<file path="config.mk">
export PLATFORM = sky130hd
export DESIGN_NAME = irq_req_capture
export DESIGN_NICKNAME = d
export VERILOG_FILES = /design/src/rtl/irq_cap_pkg.sv /design/src/rtl/prio_enc8.sv /design/src/rtl/irq_req_capture.sv
export SDC_FILE = /design/constraint.sdc
export NUM_CORES = 1
export LEC_CHECK = 0
export BUFFER_PORTS_ARGS = -buffer_cell sky130_fd_sc_hd__buf_2
export CAP_MARGIN = 30
export CORE_UTILIZATION = 41
export DETAILED_ROUTE_END_ITERATION = 10
export PLACE_DENSITY = 0.73
export SYNTH_ARGS = -nofsm -noshare
export SYNTH_HDL_FRONTEND = slang
export SYNTH_SLANG_ARGS = --single-unit
</file>
<file path="constraint.sdc">
create_clock -name clk -period 1.4 [get_ports clk]
set_input_delay 0.14 -clock clk [delete_from_list [all_inputs] [get_ports clk]]
set_output_delay 0.14 -clock clk [all_outputs]
set_load 0.05 [all_outputs]
</file>
<file path="src/rtl/irq_cap_pkg.sv">
// Shared sizing and helpers for the interrupt request capture block.
package irq_cap_pkg;

    localparam int unsigned NUM_REQ = 8;
    localparam int unsigned IDX_W   = 3;

    typedef logic [NUM_REQ-1:0] req_vec_t;
    typedef logic [IDX_W-1:0]   req_idx_t;

    function automatic req_vec_t onehot(input req_idx_t idx);
        return req_vec_t'(1) << idx;
    endfunction

endpackage

</file>
<file path="src/rtl/prio_enc8.sv">
// Combinational 8-bit priority encoder: highest set bit wins.
module prio_enc8
    import irq_cap_pkg::*;
(
    input  logic [NUM_REQ-1:0] i_vec,
    output logic [IDX_W-1:0]   o_idx,
    output logic               o_any
);

    // Ascending scan so the highest set index is the last to assign.
    always_comb begin
        o_idx = '0;
        o_any = 1'b0;
        for (int unsigned i = 0; i < NUM_REQ; i++) begin
            if (i_vec[i]) begin
                o_idx = IDX_W'(i);
                o_any = 1'b1;
            end
        end
    end

endmodule

</file>
<file path="src/rtl/irq_req_capture.sv">
// Captures request edges/levels into a pending register and grants them by priority.
// Optional sticky per-bit overflow flags are built when IRQ_CAP_OVERFLOW_EN is defined.
module irq_req_capture
    import irq_cap_pkg::*;
#(
    parameter int EDGE_MODE = 1
) (
    input  logic               clk,
    input  logic               rst_n,
    input  logic [NUM_REQ-1:0] req_i,
    input  logic [NUM_REQ-1:0] mask_i,
    output logic               out_valid,
    input  logic               out_ready,
    output logic [IDX_W-1:0]   out_idx,
    output logic [NUM_REQ-1:0] pending_o,
    output logic [NUM_REQ-1:0] ovf_o,
    input  logic               clr_ovf_i
);

    req_vec_t r_req_q;
    req_vec_t r_pending;
    logic     r_out_valid;
    req_idx_t r_out_idx;

    req_vec_t w_set;
    req_vec_t w_clr;
    logic     w_hs;
    req_vec_t w_cand_vec;
    req_idx_t w_cand_idx;
    logic     w_cand_any;

    always_comb begin
        w_set = (EDGE_MODE != 0) ? (req_i & ~r_req_q) : req_i;
        w_hs  = r_out_valid & out_ready;
        w_clr = w_hs ? onehot(r_out_idx) : '0;
        // The bit being granted this cycle must not be re-selected from the old pending value.
        w_cand_vec = r_pending & ~w_clr & mask_i;
    end

    prio_enc8 u_prio (
        .i_vec (w_cand_vec),
        .o_idx (w_cand_idx),
        .o_any (w_cand_any)
    );

    always_ff @(posedge clk) begin
        if (!rst_n) begin
            r_req_q     <= '0;
            r_pending   <= '0;
            r_out_valid <= 1'b0;
            r_out_idx   <= '0;
        end else begin
            r_req_q   <= req_i;
            r_pending <= (r_pending & ~w_clr) | w_set;
            if (!r_out_valid || w_hs) begin
                r_out_valid <= w_cand_any;
                r_out_idx   <= w_cand_any ? w_cand_idx : '0;
            end
        end
    end

`ifdef IRQ_CAP_OVERFLOW_EN
    req_vec_t r_ovf;

    // A fresh overflow in the clear cycle survives the clear.
    always_ff @(posedge clk) begin
        if (!rst_n) begin
            r_ovf <= '0;
        end else begin
            r_ovf <= (clr_ovf_i ? req_vec_t'(0) : r_ovf) | (w_set & r_pending & ~w_clr);
        end
    end

    assign ovf_o = r_ovf;
`else
    logic w_unused_clr_ovf;
    assign w_unused_clr_ovf = clr_ovf_i;
    assign ovf_o            = '0;
`endif

    assign out_valid = r_out_valid;
    assign out_idx   = r_out_idx;
    assign pending_o = r_pending;

endmodule
</file>
==> impl_results.md, run 1 <==
- Status: finished, violations left
- Failing checks: negative setup slack
- Die ar.: approximately 2400 um^2
- Die Wd: 49.20 um
- HPWL after DPL: 1519 um
- Max-slew violations: 0
- Minimum clock period: between 1 and 1.5 ns
- Final Hold Vio Count: 0
- Num rows: 16
- Type of origin of the critical path: register
- TritonCTS clock tree: done
- Cell area after synthesis: between 900 and 1000 um^2
- DRT Pass-1 Iters: 4
- Cell Pwr Density: around 1100 nW/um^2
- Worst ir drop on vdd: roughly 0.0007 V
- First-pass GRT wire length: between 3000 and 4000 um
- ANT nets after route: 0
- DRC errors left: 0
- Largest net degree at the start of global routing: 13
- Sink Count: 20
- Antenna Cells: 0
- FF-to-FF End: out_idx[0]
- Final clock skew: 0.003091 ns
- Leakage: between 0.5 and 0.6 nW
- FF-to-FF path depth: 5
- Crit path DAT: 1.63 ns
- Drt first-iter violations: 16
- RSZ-0062 raised after global routing: yes
- Fmax: roughly 0.69 GHz
- R2r startpoint: out_valid
- CP endpoint: out_idx[0]
- HP Class: in2reg
- Clock-pin slew on the worst setup and hold paths: 0.11 ns
- Most common cell after layout, fill and taps aside: buf_2
- Wirelength per Cell: between 10 and 15 um
- Place WS: -0.1226 ns
- Synthesis Warnings: 0
- Placer Congestion: between 0.8 and 0.9
- Vias: between 800 and 900
- Worst setup path class: reg2reg
- Initial Utilization: 45.17%
- Setup_tns: -0.04563 ns
- Syn_area_per_cell: 9.614 um^2
- DR vias/cell: 4.910
- Clk_lat worst skew: between 0.2 and 0.3 ns
- Vias in the first global route: ~760
- Die H: 49.20 um
- Total CTS buffers: 3
- Synth async-reset ratio: 0%
- Yosys cell types: 28
- Core area: between 2000 and 2500 um^2
- Grt ovf: 0
- Ports: 40
- Tot GR Track Use: around 18%
- Period utilization: 103.3%
- Layout cells sized above 1: between 40% and 50%
- Max-Cap Viols: 0
- Worst Path Required: roughly 1.6 ns
- Setup-failing EPs final: 1
- Mapped Cells: 95
- Critical path fanouts, max: 7
- Root buf cell: clkbuf_4
- Post-synth EDFFs: 0
- Beginning of the critical path: out_valid
- Final net count: between 150 and 200
- Hold Buf Count CTS: 0
- CTS H-tree depth: 1
- Area delta synth->final: 33.84%
- Top FF cell, synth: dfxtp_1
- Initial antenna violation count: 0
- Worst Setup End Kind: register
- IO Port Bufs: 30
- CTS max path bufs: 2
- Most frequent cells in the layout: 30 x buf_2, 16 x dfxtp_1, 12 x buf_4
- Sequential share of the synthesized area: 43.84%
- Worst Slack Setup Final: -0.04563 ns
- Synth Register Bits: 20
- Post-Route WL: 1990 um
- Reg2reg setup slack: -0.05 ns
==> report_power, final <==
group / leakage, nW / switching, mW / total, mW / internal (mW)
Sequential: 0.169 / 0.0375 / 0.652 / 0.615
Clock: 0.0150 / 0.166 / 0.276 / 0.111
Combinational: 0.389 / 0.266 / 0.411 / 0.145
==> registers in the layout (all words and copies together) (netlist names) <==
register and cells:
pending_o 8, r_req_q 8, out_idx 3, out_valid 1
==> per-stage QoR <==
stage / utilization (%) / area (um^2) / cells / hold WS, ns / power, mW
final: 60.46 / 1222 / 166 / 0.05526 / 1.340
after global placement: 57.61 / 1165 / 161 / 0.3590 / 1.055
after CTS: 59.72 / 1207 / 165 / 0.04633 / 1.348
after detailed placement: 57.61 / 1165 / 161 / 0.3643 / 1.061
after global routing: 60.46 / 1222 / 166 / 0.04136 / 1.409
after floorplan: - / 962.2 / 102 / 0.2617 / 0.9550
==> layer usage <==
metal	GRT usage (%)	wire, um
met1	21.95	883
met2	29.68	1021
met3	2.181	64
met4	10.29	21
met5	0	0
==> Yosys cell counts, types with 2 or more instances <==
cell type	number	area (um^2)
nand2b_1	10	62.56
dfxtp_1	20	400.4
and2_1	8	50.05
o211ai_1	3	22.52
a211oi_1	3	22.52
o21ai_1	6	30.03
o31ai_1	2	15.01
nor2_1	2	7.510
o21ai_0	2	10.01
a21oi_1	9	45.04
buf_4	8	60.06
o211a_1	4	40.04
nand2_1	3	11.26
==> layout make-up <==
class,count,area [um^2]
Fill cell,186,799.5
Multi-Input combinational cell,71,499.2
Sequential cell,20,415.4
Timing Repair Buffer,42,240.2
Tap cell,27,33.78
Clock buffer,4,26.28
Inverter,2,7.507
==> repair_timing <==
| item | in CTS | in global routing |
|---|---|---|
| pin swaps | 2 | 2 |
| gates resized for setup | 2 | 1 |
| setup endpoints to repair | 2 | 4 |
| setup buffers | 0 | 1 |
==> kinds of logic (layout without fill, tap and decap cells) <==
group           Yosys count  count (layout)  share of synthesized area (%)
buf+inv                  11              48                          7.807
simple gates             29              29                          21.92
compound gates           34              34                          26.03
flops                    20              20                          43.84
other cells               1               8                         0.4106
==> worst min-delay path by stage <==
stage	startpoint	to	cells after the start
global route	req_i[2]	r_req_q[2]	2
floorplan	req_i[0]	r_req_q[0]	1
global placement	req_i[6]	r_req_q[6]	2
finish	req_i[1]	r_req_q[1]	2
CTS	req_i[1]	r_req_q[1]	2
detailed placement	req_i[1]	r_req_q[1]	2
==> critical path, stage by stage (launching register included) <==
cell and delay (ns):
dfxtp_4 0.39, nand3_4 0.14, o211a_4 0.28, nor4_4 0.32
a21o_1 0.15, o22ai_1 0.06
Power figures use the tool's default switching activity.
==> inputs of run 2 (changes only) <==
Settings changed: SYNTH_HIERARCHICAL set to 1.
==> impl_results.md, run 2 <==
- HP Class: in2reg
- FF-to-FF path depth: 6 (+1)
- Ports: 40 (unchanged)
- Antenna Cells: 0 (unchanged)
- Mapped Cells: 109 (+15%)
- Beginning of the critical path: out_idx[1]
- ANT nets after route: 0 (unchanged)
- Most common cell after layout, fill and taps aside: buf_2
- Layout cells sized above 1: 45.00% (+4.7 points)
- Final net count: 181 (+13%)
- Placer Congestion: 0.8547 (-4.9%)
- Type of origin of the critical path: register
- Cell area after synthesis: 908.4 um^2 (-0.55%)
- RSZ-0062 raised after global routing: yes
- Grt ovf: 0 (unchanged)
- Synth area leaders: dfxtp_1 44%, a21boi_1 8.3%, buf_4 6.6%
- Critical path fanouts, max: 4 (-3)
- Minimum clock period: 1.642 ns (+0.1961 ns)
- Wirelength per Cell: 10.96 um (-8.6%)
- Clk_lat worst skew: 0.30 ns (about the same)
- Tot GR Track Use: 18.07% (+0.21 points)
- DR vias/cell: 4.513 (-8.1%)
- Leakage: 0.6461 nW (+13%)
- Core area: 2022 um^2 (unchanged)
- Largest net degree at the start of global routing: 21 (+8)
- Top cells by count, synth: 20 x dfxtp_1, 12 x nor2_1, 10 x a21boi_1
- Filler cells: 162 (-13%)
- CTS max path bufs: 2 (unchanged)
- Setup-failing EPs final: 5 (+4)
- Worst Path Required: 1.60 ns (+0.02 ns)
- Worst setup path class: reg2reg
- First-pass GRT wire length: 3360 um (+2.3%)
- Placed insts: 178 (+11%)
- Top FF cell, synth: dfxtp_1
- Hold Buf Count CTS: 0 (unchanged)
- Cell Pwr Density: 1123 nW/um^2 (+2.4%)
- Most frequent cell after synthesis: dfxtp_1
- Yosys cell types: 23 (-18%)
- Most frequent cells in the layout: 30 x buf_2, 16 x dfxtp_1, 16 x buf_4
- Failing checks: negative setup slack
- Max-Cap Viols: 0 (unchanged)
- CTS H-tree depth: 1 (unchanged)
- Synth Register Bits: 20 (unchanged)
- Sink Count: 20 (unchanged)
- Num rows: 16 (unchanged)
- Worst ir drop on vdd: 0.0008939 V (+28%)
- Root buf cell: clkbuf_4
- Setup_tns: -0.9823 ns (-0.9366 ns)
- TritonCTS clock tree: done
- Post-Route WL: 2049 um (+3.0%)
- Die H: 49.07 um (-0.26%)
- Fmax: 0.6091 GHz (-12%)
- Synth top area share: 44.08% (+0.24 points)
- Period utilization: 117.3% (+14 points)
- FF-to-FF End: out_valid
- CP endpoint: out_valid
- Post-synth EDFFs: 0 (unchanged)
- Die ar.: 2408 um^2 (-0.53%)
- Vias in the first global route: 837 (+9.7%)
- Sequential share of the synthesized area: 44.08% (+0.24 points)
- Initial antenna violation count: 0 (unchanged)
- Final Hold Vio Count: 0 (unchanged)
- Syn_area_per_cell: 8.334 um^2 (-13%)
- Worst Slack Setup Final: -0.2417 ns (-0.1961 ns)
- Total power: 1.491 mW (+11%)
- R2r startpoint: out_idx[1]
- Non-filler cells, final: 187 (+13%)
- Final clock skew: 0.009559 ns (+0.006468 ns)
- DRC errors left: 0 (unchanged)
- HPWL after DPL: 1427 um (-6.1%)
- Place WS: -0.2350 ns (-0.1125 ns)
- Initial Utilization: 44.93% (-0.25 points)
- Synthesis Warnings: 6 (+6)
- Drt first-iter violations: 5 (-11)
- Die Wd: 49.07 um (-0.26%)
- Total CTS buffers: 3 (unchanged)
- Reg2reg setup slack: -0.24 ns (-0.20 ns)
- Synth async-reset ratio: 0% (unchanged)
- DRT Pass-1 Iters: 5 (+1)
- Yosys top cell by area: dfxtp_1
- Clock-pin slew on the worst setup and hold paths: 0.12 ns (about the same)
- Crit path DAT: 1.84 ns (+0.21 ns)
- Vias: 844 (+3.6%)
- Max-slew violations: 0 (unchanged)
- Status: finished, violations left
- Worst Setup End Kind: register
- Area delta synth->final: 46.14%
- IO Port Bufs: 30 (unchanged)
- Post-layout util: 65.66% (+5.2 points)
[run 2: repair_timing]
| action | 4_1_cts | 5_1_grt |
|---|---|---|
| setup endpoints to repair | 4 | 5 |
| buffers inserted | 5 | 2 |
| resized for setup | 7 | 13 |
| pin swaps | 4 | 12 |
[run 2: cell families after synthesis]
family | count (synthesis) | synth area share, %
simple gates | 44 | 26.86
flops | 20 | 44.08
compound gates | 24 | 17.08
other cells | 1 | 0.4128
buf+inv | 20 | 11.57
[run 2: power breakdown]
group	switching (mW)	total (mW)	internal, mW
Clock	0.182	0.400	0.218
Combinational	0.281	0.452	0.171
Sequential	0.0262	0.639	0.613
Total	0.489	1.49	1.00
[run 2: cell type report]
cell class	count	area (um^2)	share of cell area (%)
flip-flops and latches	20	410.4	30.91
inverters	10	37.54	2.828
clock buffers	4	47.55	3.582
repair buffers	50	315.3	23.75
well taps	27	33.78	2.545
multi-input cells	76	483.0	36.38
[run 2: worst max-delay path, cell delays in order (launching register included)]
cell and delay (ns):
dfxtp_4 0.36, or3b_4 0.41, o21ai_4 0.22, nor2_4 0.07
nor2_2 0.10, nand4_1 0.17, o21a_1 0.23
[run 2: how the worst min path moves through the flow]
stage / startpoint / end / slack, ns / depth (start not counted)
final: req_i[1] / r_req_q[1] / 0.04 / 2
after global routing: req_i[5] / r_req_q[5] / 0.04 / 2
after CTS: req_i[1] / r_req_q[1] / 0.03 / 2
after detailed placement: req_i[4] / r_req_q[4] / 0.36 / 2
after global placement: req_i[0] / r_req_q[0] / 0.36 / 2
after floorplan: req_i[0] / r_req_q[0] / 0.26 / 1
[run 2: metal layers]
| metal | wire, um | vias up | share of wire [%] | track usage, % |
|---|---|---|---|---|
| li1 | - | 436 | - | - |
| met1 | 932 | 377 | 45 | 21.47 |
| met2 | 1017 | 29 | 50 | 32.42 |
| met3 | 92 | 2 | 4.5 | 2.181 |
| met4 | 8 | 0 | 0.39 | 7.353 |
| met5 | 0 | - | 0 | 0 |
[run 2: per-stage QoR]
stage	area [um^2]	hold slack [ns]
after floorplan	944.7	0.2617
after global placement	1174	0.3582
after detailed placement	1174	0.3630
after CTS	1282	0.03411
after global routing	1328	0.04211
final	1328	0.04018
